[src/rtl/polyvec_decompress_ctrl.sv]
// rtl/polyvec_decompress_ctrl.sv - packed polyvec read / 10-bit unpack / coefficient write sequencer
// Optional POLYVEC_DECOMPRESS_SCALE_EN adds a registered ((x*3329)+512)>>10 lane stage.
module polyvec_decompress_ctrl #(
    parameter int K  = 2,
    parameter int AW = 8
) (
    input  logic          clk,
    input  logic          rst_n,
    input  logic          start,
    input  logic          abort,
    output logic          busy,
    output logic          done,
    output logic          rd_en,
    output logic [AW-1:0] rd_addr,
    input  logic [39:0]   rd_data,
    output logic [39:0]   dp_a,
    input  logic [63:0]   dp_t,
    output logic          wr_en,
    output logic [AW-1:0] wr_addr,
    output logic [63:0]   wr_data
);

    localparam int NW = K * 64;
    localparam logic [AW-1:0] LAST_ADDR = AW'(NW - 1);

`ifdef POLYVEC_DECOMPRESS_SCALE_EN
    localparam int NSTG = 4;
`else
    localparam int NSTG = 3;
`endif

    localparam logic [1:0] S_IDLE  = 2'd0;
    localparam logic [1:0] S_RUN   = 2'd1;
    localparam logic [1:0] S_DRAIN = 2'd2;
    localparam logic [1:0] S_DONE  = 2'd3;

    logic [1:0]      state;
    logic [AW-1:0]   cnt;
    logic [NSTG-1:0] vld;
    logic [AW-1:0]   pa [NSTG];
    logic            unused_dp;

    assign busy    = (state == S_RUN) || (state == S_DRAIN);
    assign done    = (state == S_DONE);
    assign rd_en   = (state == S_RUN);
    assign rd_addr = cnt;
    assign dp_a    = rd_data;
    assign wr_en   = vld[NSTG-1];
    assign wr_addr = pa[NSTG-1];

    assign unused_dp = ^{dp_t[63:58], dp_t[47:42], dp_t[31:26], dp_t[15:10]};

    always_ff @(posedge clk or negedge rst_n) begin
        if (!rst_n) begin
            state <= S_IDLE;
            cnt   <= '0;
        end else begin
            case (state)
                S_IDLE: begin
                    if (start) begin
                        state <= S_RUN;
                        cnt   <= '0;
                    end
                end
                S_RUN: begin
                    if (abort) begin
                        state <= S_IDLE;
                    end else if (cnt == LAST_ADDR) begin
                        state <= S_DRAIN;
                    end else begin
                        cnt <= cnt + 1'b1;
                    end
                end
                S_DRAIN: begin
                    // Leave one cycle early: the last stage is writing this cycle.
                    if (abort) begin
                        state <= S_IDLE;
                    end else if (vld[NSTG-2:0] == '0) begin
                        state <= S_DONE;
                    end
                end
                S_DONE: begin
                    state <= S_IDLE;
                end
                default: begin
                    state <= S_IDLE;
                end
            endcase
        end
    end

    always_ff @(posedge clk or negedge rst_n) begin
        if (!rst_n) begin
            vld <= '0;
            for (int i = 0; i < NSTG; i++) begin
                pa[i] <= '0;
            end
        end else begin
            if (abort && busy) begin
                vld <= '0;
            end else begin
                vld <= {vld[NSTG-2:0], rd_en};
            end
            pa[0] <= rd_addr;
            for (int i = 1; i < NSTG; i++) begin
                pa[i] <= pa[i-1];
            end
        end
    end

`ifdef POLYVEC_DECOMPRESS_SCALE_EN
    function automatic logic [15:0] scale_lane(input logic [9:0] x);
        return {4'b0, 12'((22'(x) * 22'd3329 + 22'd512) >> 10)};
    endfunction

    logic [63:0] scl;

    always_ff @(posedge clk or negedge rst_n) begin
        if (!rst_n) begin
            scl     <= '0;
            wr_data <= '0;
        end else begin
            if (vld[1]) begin
                for (int i = 0; i < 4; i++) begin
                    scl[63-16*i -: 16] <= scale_lane(dp_t[57-16*i -: 10]);
                end
            end
            if (vld[2]) begin
                wr_data <= scl;
            end
        end
    end
`else
    always_ff @(posedge clk or negedge rst_n) begin
        if (!rst_n) begin
            wr_data <= '0;
        end else if (vld[1]) begin
            for (int i = 0; i < 4; i++) begin
                wr_data[63-16*i -: 16] <= {6'b0, dp_t[57-16*i -: 10]};
            end
        end
    end
`endif

endmodule

[config.mk]
export PLATFORM = sky130hd
export DESIGN_NAME = polyvec_decompress_ctrl
export DESIGN_NICKNAME = d
export VERILOG_FILES = /design/src/rtl/polyvec_decompress_ctrl.sv
export SDC_FILE = /design/constraint.sdc
export NUM_CORES = 1
export LEC_CHECK = 0
export BUFFER_PORTS_ARGS = -buffer_cell sky130_fd_sc_hd__clkbuf_2
export CORE_UTILIZATION = 45
export CTS_CLUSTER_DIAMETER = 150
export CTS_CLUSTER_SIZE = 30
export DETAILED_ROUTE_END_ITERATION = 7
export HOLD_SLACK_MARGIN = 0.15
export PLACE_DENSITY = 0.94
export SYNTH_ARGS = -nofsm -noshare
export SYNTH_HDL_FRONTEND = slang
export SYNTH_SLANG_ARGS = --single-unit
export TNS_END_PERCENT = 1
[constraint.sdc]
create_clock -name clk -period 4.66 [get_ports clk]
set_clock_uncertainty 0.1 [all_clocks]
set_input_delay 0.699 -clock clk [delete_from_list [all_inputs] [get_ports clk]]
set_output_delay 0.699 -clock clk [all_outputs]
set_load 0.05 [all_outputs]
Word level (Yosys, flattened, before mapping). Index checks and enable logic that the tools add are counted.

Output and inout bits: 124. Word-level logic and storage cells: 35. Register bits: 77.

$add $sub $neg: 1. Reduce and logical (&&, ||, !) cells: 7. Eq/ne operators: 9. Muxes and demuxes: 11.

Operators by type and width (count): $mux W8 (3); $pmux W8 S2 (1); $mux W2 (5); $add A8 B1 Y8 const B (1); $eq A8 B7 Y1 const B (1); $pmux W2 S4 (1); $ne A2 B2 Y1 const B (3); $ne A3 B2 Y1 const B (2); $eq A2 B2 Y1 const B (2); $logic_not A2 Y1 (2); $reduce_and A4 Y1 (1); $mux W3 (1); $reduce_and A3 Y1 (1); $eq A2 B1 Y1 const B (1); $reduce_bool A2 Y1 (1); $logic_and A1 B1 Y1 (1); $logic_or A1 B1 Y1 (1).

Longest topological paths before layout. Gate-level depths: netlist (run 1).

Word-level depth: 4. Gate-level depth with buffers: 7. Depth with buffers taken out: 6.

Worst setup path before layout (run 1). No wires, ideal clock.

Kind: reg-to-reg. Start: register state[1]. End: register cnt[7], in the netlist rd_addr[7]. Period minus slack after synthesis: 2.091 ns. Path slack: 2.569 ns. Library setup time: 0.124 ns. Required time: 4.436 ns. Stages on the path, launching flop included: 7. Arrival: 1.867 ns. Cell sequence: dfrtp_1 > inv_1 > ha_1 > nor2b_1 > o21ai_4 > o211a_1 > a211o_1.

Cells in the longest elaborated chain, start to end: 3.

RTL lines: start: declaration (RTL line 37) `logic [1:0] state;`; start signal: assignment (RTL line 55) `state <= S_IDLE;`; start signal: assignment (RTL line 61) `state <= S_RUN;`; start signal: assignment (RTL line 67) `state <= S_IDLE;`; $eq A2 B1 Y1 *; via rd_en (RTL line 13) `output logic rd_en,`; $ne A2 B2 Y1 (no line) / $reduce_bool A2 Y1 (equally long branches); $reduce_and A4 Y1 (no line); end signal: assignment (RTL line 71) `cnt <= cnt + 1'b1;`; end: declaration (RTL line 38) `logic [AW-1:0] cnt;`.

Mark *: on every way through the listed nets, which the timed path passes. The rest lies on a longest branch. A chain may end at the register's enable or synchronous reset.

Worst setup path in the final report (run 1).
Start: register state[1]. End: output port rd_en.

Cells in the longest elaborated chain, start to end: 1.

RTL lines: $eq A2 B1 Y1 (RTL line 45) `assign rd_en = (state == S_RUN);`; end: declaration (RTL line 13).

Every way passes these cells.

==> flow_metrics.tcl, run 1 <==
set metrics [dict create \
    power.leakage_uw 0.00200 \
    setup-violations-final 0 \
    hp-start "pa[16]$_DFF_PN0_" \
    maxSlewViolCount 0 \
    critical_path_required_ns 3.86 \
    avgViaCountPerCell 4.76 \
    mostFrequentLayoutCell "clkbuf_2" \
    fill_cells 653 \
    clkSinkCount 77 \
    timing.critical_path.arrival_ns 1.65 \
    top_usage_layer "met2" \
    num_rows 31 \
    max_clock_freq_mhz 409 \
    seq_area_sq_um 1930 \
    regToRegSetupSlack_ns 2.53 \
    ys_ff_latch 77 \
    cp-start-kind "flip-flop" \
    placeableCoreArea_sq_um 7330 \
    rsz0062_at_grt "false" \
    number_of_inserted_diodes 0 \
    cts-resized-gates 0 \
    critical_path_peak_fanout 14 \
    groute.layer.met2.usage_pct 26.2 \
    final_hold_viol_count 0 \
    synth_seq_area_share_pct 55.8 \
    numCtsBuffers 9 \
    synth_area_per_cell_sq_um 13.0 \
    ir_worst_vdd_mv 0.400 \
    drive_above_1_share_pct 49.4 \
    boundaryPins 232 \
    flow.area_growth_from_synthesis_pct 11.1 \
    finalCriticalPeriod_ns 2.44 \
    timing.reg2reg.worst_path_depth 6 \
    gpl.final_weighted_congestion 0.800 \
    grt_max_degree 78 \
    list_of_cells_traversed_by_the_critical_path "inv_1 > ha_1 > clkbuf_2" \
    cts_setup_buffers 0 \
    final_net_count 436 \
    grt_pass1_vias 2019 \
    detailedPlacementHpwl_um 4140 \
    drt_wl_total_um 5730 \
    fraction_of_the_cycle_the_final_worst_path_needs_pct 52.4 \
    cts.reportedPaths.clkPinSlew_ns 0.08 \
    cp-end-kind "output pin" \
    dr_total_vias 2032 \
    hp-class "flip-flop to flip-flop" \
    floorplan.die.height_um 89.6 \
    cts-hold-fix-buffers 0 \
    worst-slew-pin-transition_ns 0.920 \
    fin_total_pwr_uw 3290 \
    clock_tree_from_tritoncts "yes" \
    slew-limit-headroom_pct 38.7 \
    timing.setup.tns_ns 0 \
    criticalPathCategory "flip-flop to output pin" \
    global_route_wire_length_before_repair_um 8910 \
    syn-instance-count 266 \
    hold_end "pa[8]$_DFF_PN0_" \
    first_pass_drt_iterations 4 \
    die_width_um 89.6 \
    initialDrtViolationCount 73 \
    worst_r2r_endpoint "rd_addr[7]$_DFFE_PN0P_" \
    netlist-cell-type-count 38 \
    max_cap_viol_count 0 \
    root_buffer "clkbuf_8" \
    timing.rr.start "state[1]$_DFFE_PN0P_" \
    min_path_cells 0 \
    clk_path_buf_depth 2 \
    detail-route-antenna-nets 0 \
    power_density_of_the_placed_cells_nw_per_um2 859 \
    global_route.usage.met1_pct 15.7 \
    synth.cell_area_sq_um 3450 \
    clk_latency_ns 0.34 \
    cpMaxStageDelayCell "ha_1" \
    antenna_found_initial 0 \
    drc_errors 0 \
    max_stage_delay_ns 0.45 \
    multi_input_area_sq_um 1020 \
    status "complete, no violations" \
    global_route.usage.met3_pct 6.12 \
    cts_max_level 3 \
    start_util_pct 47.1 \
    track_usage_pct 15.0 \
    synthesis.yosys.warnings 0 \
    mostFrequentLayoutCells "clkbuf_2 (102), dfrtp_1 (76), mux2_2 (40)" \
    wl_per_cell_um 13.4 \
    numPortBuffers 103 \
    design.die.area_sq_um 8020 \
    global_route_overflow 0 \
]
[critical path, delay by kind of cell (launching register included)]
family | cells | cell delay (ns)
buffers and inverters | 2 | 0.46
adder cells (fa/ha/maj) | 1 | 0.45
flip-flops | 1 | 0.40
[per-stage QoR]
stage / hold WS (ns) / std cells / setup WS (ns) / area (sq um) / utilization [%]
detailed placement: 0.235 / 411 / 2.55 / 3610 / 49.2
global route: 0.256 / 427 / 2.14 / 3830 / 52.3
floorplan: 0.231 / 289 / 2.57 / 3540 / -
CTS: 0.253 / 427 / 2.21 / 3830 / 52.3
finish: 0.252 / 427 / 2.22 / 3830 / 52.3
global placement: 0.234 / 411 / 2.61 / 3610 / 49.2
[routing by layer]
| layer | vias to the layer above | routed length, um |
|---|---|---|
| li1 | 935 | - |
| met1 | 980 | 2270 |
| met2 | 107 | 2920 |
| met3 | 10 | 460 |
| met4 | 0 | 80 |
| met5 | - | 0 |
[synth_stat cells, drive strengths merged]
| master | number | area [sq um] |
|---|---|---|
| a2111oi | 1 | 8.76 |
| a211o | 5 | 43.8 |
| a21oi | 1 | 5.00 |
| a2bb2o | 1 | 10.0 |
| a31oi | 1 | 6.26 |
| a41o | 1 | 10.0 |
| and2 | 3 | 18.8 |
| and3 | 4 | 25.0 |
| and4 | 1 | 8.76 |
| buf | 73 | 546 |
| clkbuf | 7 | 26.3 |
| conb | 1 | 3.75 |
| dfrtp | 77 | 1930 |
| ha | 5 | 62.6 |
| inv | 5 | 18.8 |
| mux2 | 40 | 450 |
| mux2i | 2 | 20.0 |
| nand2 | 3 | 11.3 |
| nand2b | 2 | 12.5 |
| nand3 | 4 | 20.0 |
| nand3b | 1 | 7.51 |
| nand4 | 1 | 6.26 |
| nand4b | 1 | 23.8 |
| nor2 | 5 | 18.8 |
| nor2b | 3 | 18.8 |
| nor3 | 1 | 5.00 |
| nor4 | 3 | 18.8 |
| o211a | 1 | 10.0 |
| o21a | 1 | 7.51 |
| o21ai | 5 | 40.0 |
| o311a | 1 | 10.0 |
| o311ai | 1 | 8.76 |
| o31a | 2 | 17.5 |
| o31ai | 2 | 15.0 |
| o41ai | 1 | 8.76 |
[power breakdown]
| part | switching [uW] | internal (uW) | total (uW) | leakage (uW) |
|---|---|---|---|---|
| clock | 232 | 317 | 549 | 0.000106 |
| combinational | 1150 | 463 | 1610 | 0.000930 |
| sequential | 200 | 928 | 1130 | 0.000963 |
| total | 1580 | 1710 | 3290 | 0.00200 |
[area by class of cell]
class	instances	share of cell area, %
repair buffers	103	13.5
clock buffers	11	3.69
inverters	5	0.490
multi-input cells	127	26.6
well taps	99	3.23
flip-flops and latches	77	50.3
clock inverters	5	2.19
[worst max-delay path by stage]
stage | startpoint | to
3_5_place_dp | state[1]$_DFFE_PN0P_ | rd_addr[7]$_DFFE_PN0P_
6_report | state[1]$_DFFE_PN0P_ | rd_en
2_1_floorplan | state[1]$_DFFE_PN0P_ | rd_addr[7]$_DFFE_PN0P_
3_3_place_gp | state[1]$_DFFE_PN0P_ | rd_en
5_1_grt | state[1]$_DFFE_PN0P_ | rd_en
4_1_cts | state[1]$_DFFE_PN0P_ | rd_en
[cells by family (layout without fill, tap and decap cells)]
family	after synthesis	in the layout	synth area share, %
other cells	1	24	0.109
buf+inv	85	124	17.1
fa+ha+maj	5	5	1.81
flops	77	77	55.8
mux	42	42	13.6
compound gates	24	24	5.84
simple gates	32	32	5.66
[state kept, by name, summed over array words and instances (netlist names)]
signal   count
wr_data     40
pa          16
rd_addr      8
wr_addr      8
vld          3
state        2
No activity file was read; power rests on OpenSTA's default activity.
==> run 2: changes to the inputs <==
Settings changed: CORE_UTILIZATION 45 to 42, PLACE_DENSITY 0.94 to 0.89.
Clock period 4.66 ns to 2.3 ns, I/O delays scaled along.
==> run 2 against run 1 <==
Effect of this change:
- hold slack got worse by 0.0055 ns
- via count increased by 10%
- clock power is 67% higher
- non-clock buffer count rose by 44
- first-iteration DRC count decreased by 19%
- utilization up 1.9 points
- sequential cell count unchanged
- critical endpoint is now rd_addr[6]$_DFFE_PN0P_
- highest routed layer unchanged
==> flow_metrics.tcl, run 2 (synthesized netlist as in run 1, its figures left out) <==
set metrics [dict create \
    status "complete, no violations" \
    clk_path_buf_depth 2 \
    numPortBuffers 103 \
    global_route_overflow 0 \
    critical_path_peak_fanout 8 \
    grt_max_degree 45 \
    timing.rr.start "rd_addr[0]$_DFFE_PN0P_" \
    track_usage_pct 16.8 \
    timing.setup.tns_ns 0 \
    cts_max_level 3 \
    gpl.final_weighted_congestion 0.810 \
    boundaryPins 232 \
    ir_worst_vdd_mv 1.04 \
    regMostFlops "wr_data" \
    fin_total_pwr_uw 6630 \
    hp-start "pa[11]$_DFF_PN0_" \
    cts.reportedPaths.clkPinSlew_ns 0.09 \
    rsz0062_at_grt "false" \
    first_pass_drt_iterations 5 \
    drive_above_1_share_pct 44.6 \
    die_width_um 92.6 \
    clk_latency_ns 0.34 \
    final_net_count 480 \
    max_cap_viol_count 0 \
    criticalPathCategory "flip-flop to flip-flop" \
    drt_wl_total_um 6680 \
    post-route-util_pct 54.2 \
    worst-slew-pin-transition_ns 0.553 \
    global_route_wire_length_before_repair_um 11000 \
    power_density_of_the_placed_cells_nw_per_um2 1560 \
    numCtsBuffers 9 \
    cts-resized-gates 0 \
    start_util_pct 44.0 \
    hp-class "flip-flop to flip-flop" \
    max_clock_freq_mhz 511 \
    avgViaCountPerCell 4.72 \
    power.leakage_uw 0.00218 \
    grt_pass1_vias 2296 \
    critical_path_required_ns 2.43 \
    flow.area_growth_from_synthesis_pct 23.2 \
    wl_per_cell_um 14.1 \
    detail-route-antenna-nets 0 \
    clock_tree_from_tritoncts "yes" \
    initialDrtViolationCount 59 \
    dr_total_vias 2236 \
    cp-end-kind "flip-flop" \
    clkSinkCount 77 \
    largest_register_ff_count 40 \
    mostFrequentLayoutCells "clkbuf_2 (102), dfrtp_1 (76), dlygate4sd3_1 (41)" \
    fraction_of_the_cycle_the_final_worst_path_needs_pct 85.1 \
    fill_cells 668 \
    root_buffer "clkbuf_8" \
    placeableCoreArea_sq_um 7850 \
    timing.critical_path.arrival_ns 2.09 \
    number_of_inserted_diodes 0 \
    num_rows 32 \
    biggestRegsByFlops "wr_data (40), pa (16)" \
    place_ws_ns 0.381 \
    mostFrequentLayoutCell "clkbuf_2" \
    antenna_found_initial 0 \
    slew-limit-headroom_pct 63.1 \
    final_hold_viol_count 0 \
    setup-violations-final 0 \
    drc_errors 0 \
    maxSlewViolCount 0 \
    detailedPlacementHpwl_um 4230 \
    finalCriticalPeriod_ns 1.96 \
    regToRegSetupSlack_ns 0.34 \
    seq_area_sq_um 1930 \
    multi_input_area_sq_um 1020 \
    whs_ns 0.246 \
    worst_slack_ns 0.343 \
    critical_path.startpoint "rd_addr[0]$_DFFE_PN0P_" \
    design.die.area_sq_um 8580 \
    cp-start-kind "flip-flop" \
    floorplan.die.height_um 92.6 \
]
run 2: cell count changes in the layout (fill, tap and decap cells not counted), sizes merged:
| cell | delta |
|---|---|
| buf | +3 |
| bufinv | -2 |
| clkbuf | -2 |
| clkinv | +3 |
| clkinvlp | -1 |
| dlygate4sd3 | +41 |
| inv | +2 |
run 2: stage by stage:
stage,instances,area (sq um)
after floorplan,289,3540
after global placement,417,3660
after detailed placement,417,3660
after CTS,474,4250
after global routing,474,4250
final,474,4250
run 2: critical path, stage by stage, from the launching register on:
cell and delay, ns:
dfrtp_1 0.49, ha_1 0.21, nand3_1 0.25, o41ai_1 0.38, nand3_1 0.13, a2bb2o_1 0.29
run 2: power by group:
part	leakage [uW]	internal (uW)	switching (uW)
registers	0.000963	1880	296
logic	0.00112	1030	2510
clock network	0.0000917	406	510
total	0.00218	3310	3320
run 2: path summary, 6_finish.rpt:
kind                                      endpoint  cells after the start
max                         rd_addr[6]$_DFFE_PN0P_                      5
min in group asynchronous     wr_addr[7]$_DFF_PN0_                      2
max reg2reg                 rd_addr[6]$_DFFE_PN0P_                      5
min reg2reg                   wr_addr[3]$_DFF_PN0_                      0
max in group asynchronous  wr_data[17]$_DFFE_PN0P_                      3
min                           wr_addr[3]$_DFF_PN0_                      0
run 2: per-layer routing:
layer | vias to the layer above | wire length [um] | global-route usage [%]
met2 | 113 | 3590 | 30.2
li1 | 1020 | - | -
met4 | 0 | 77 | 5.64
met5 | - | 0 | 0
met3 | 12 | 498 | 6.81
met1 | 1091 | 2510 | 17.9
run 2: final cells by class:
cell class	count	share of cell area [%]
repair buffers	147	22.9
well taps	102	3.00
multi-input cells	127	24.0
clock buffers	9	2.91
clock inverters	7	1.38
flip-flops and latches	77	45.3
inverters	5	0.441
run 2: repair_timing:
item	in CTS	in global routing
hold endpoints to repair	83	0
hold buffers	41	0
setup buffers	0	0
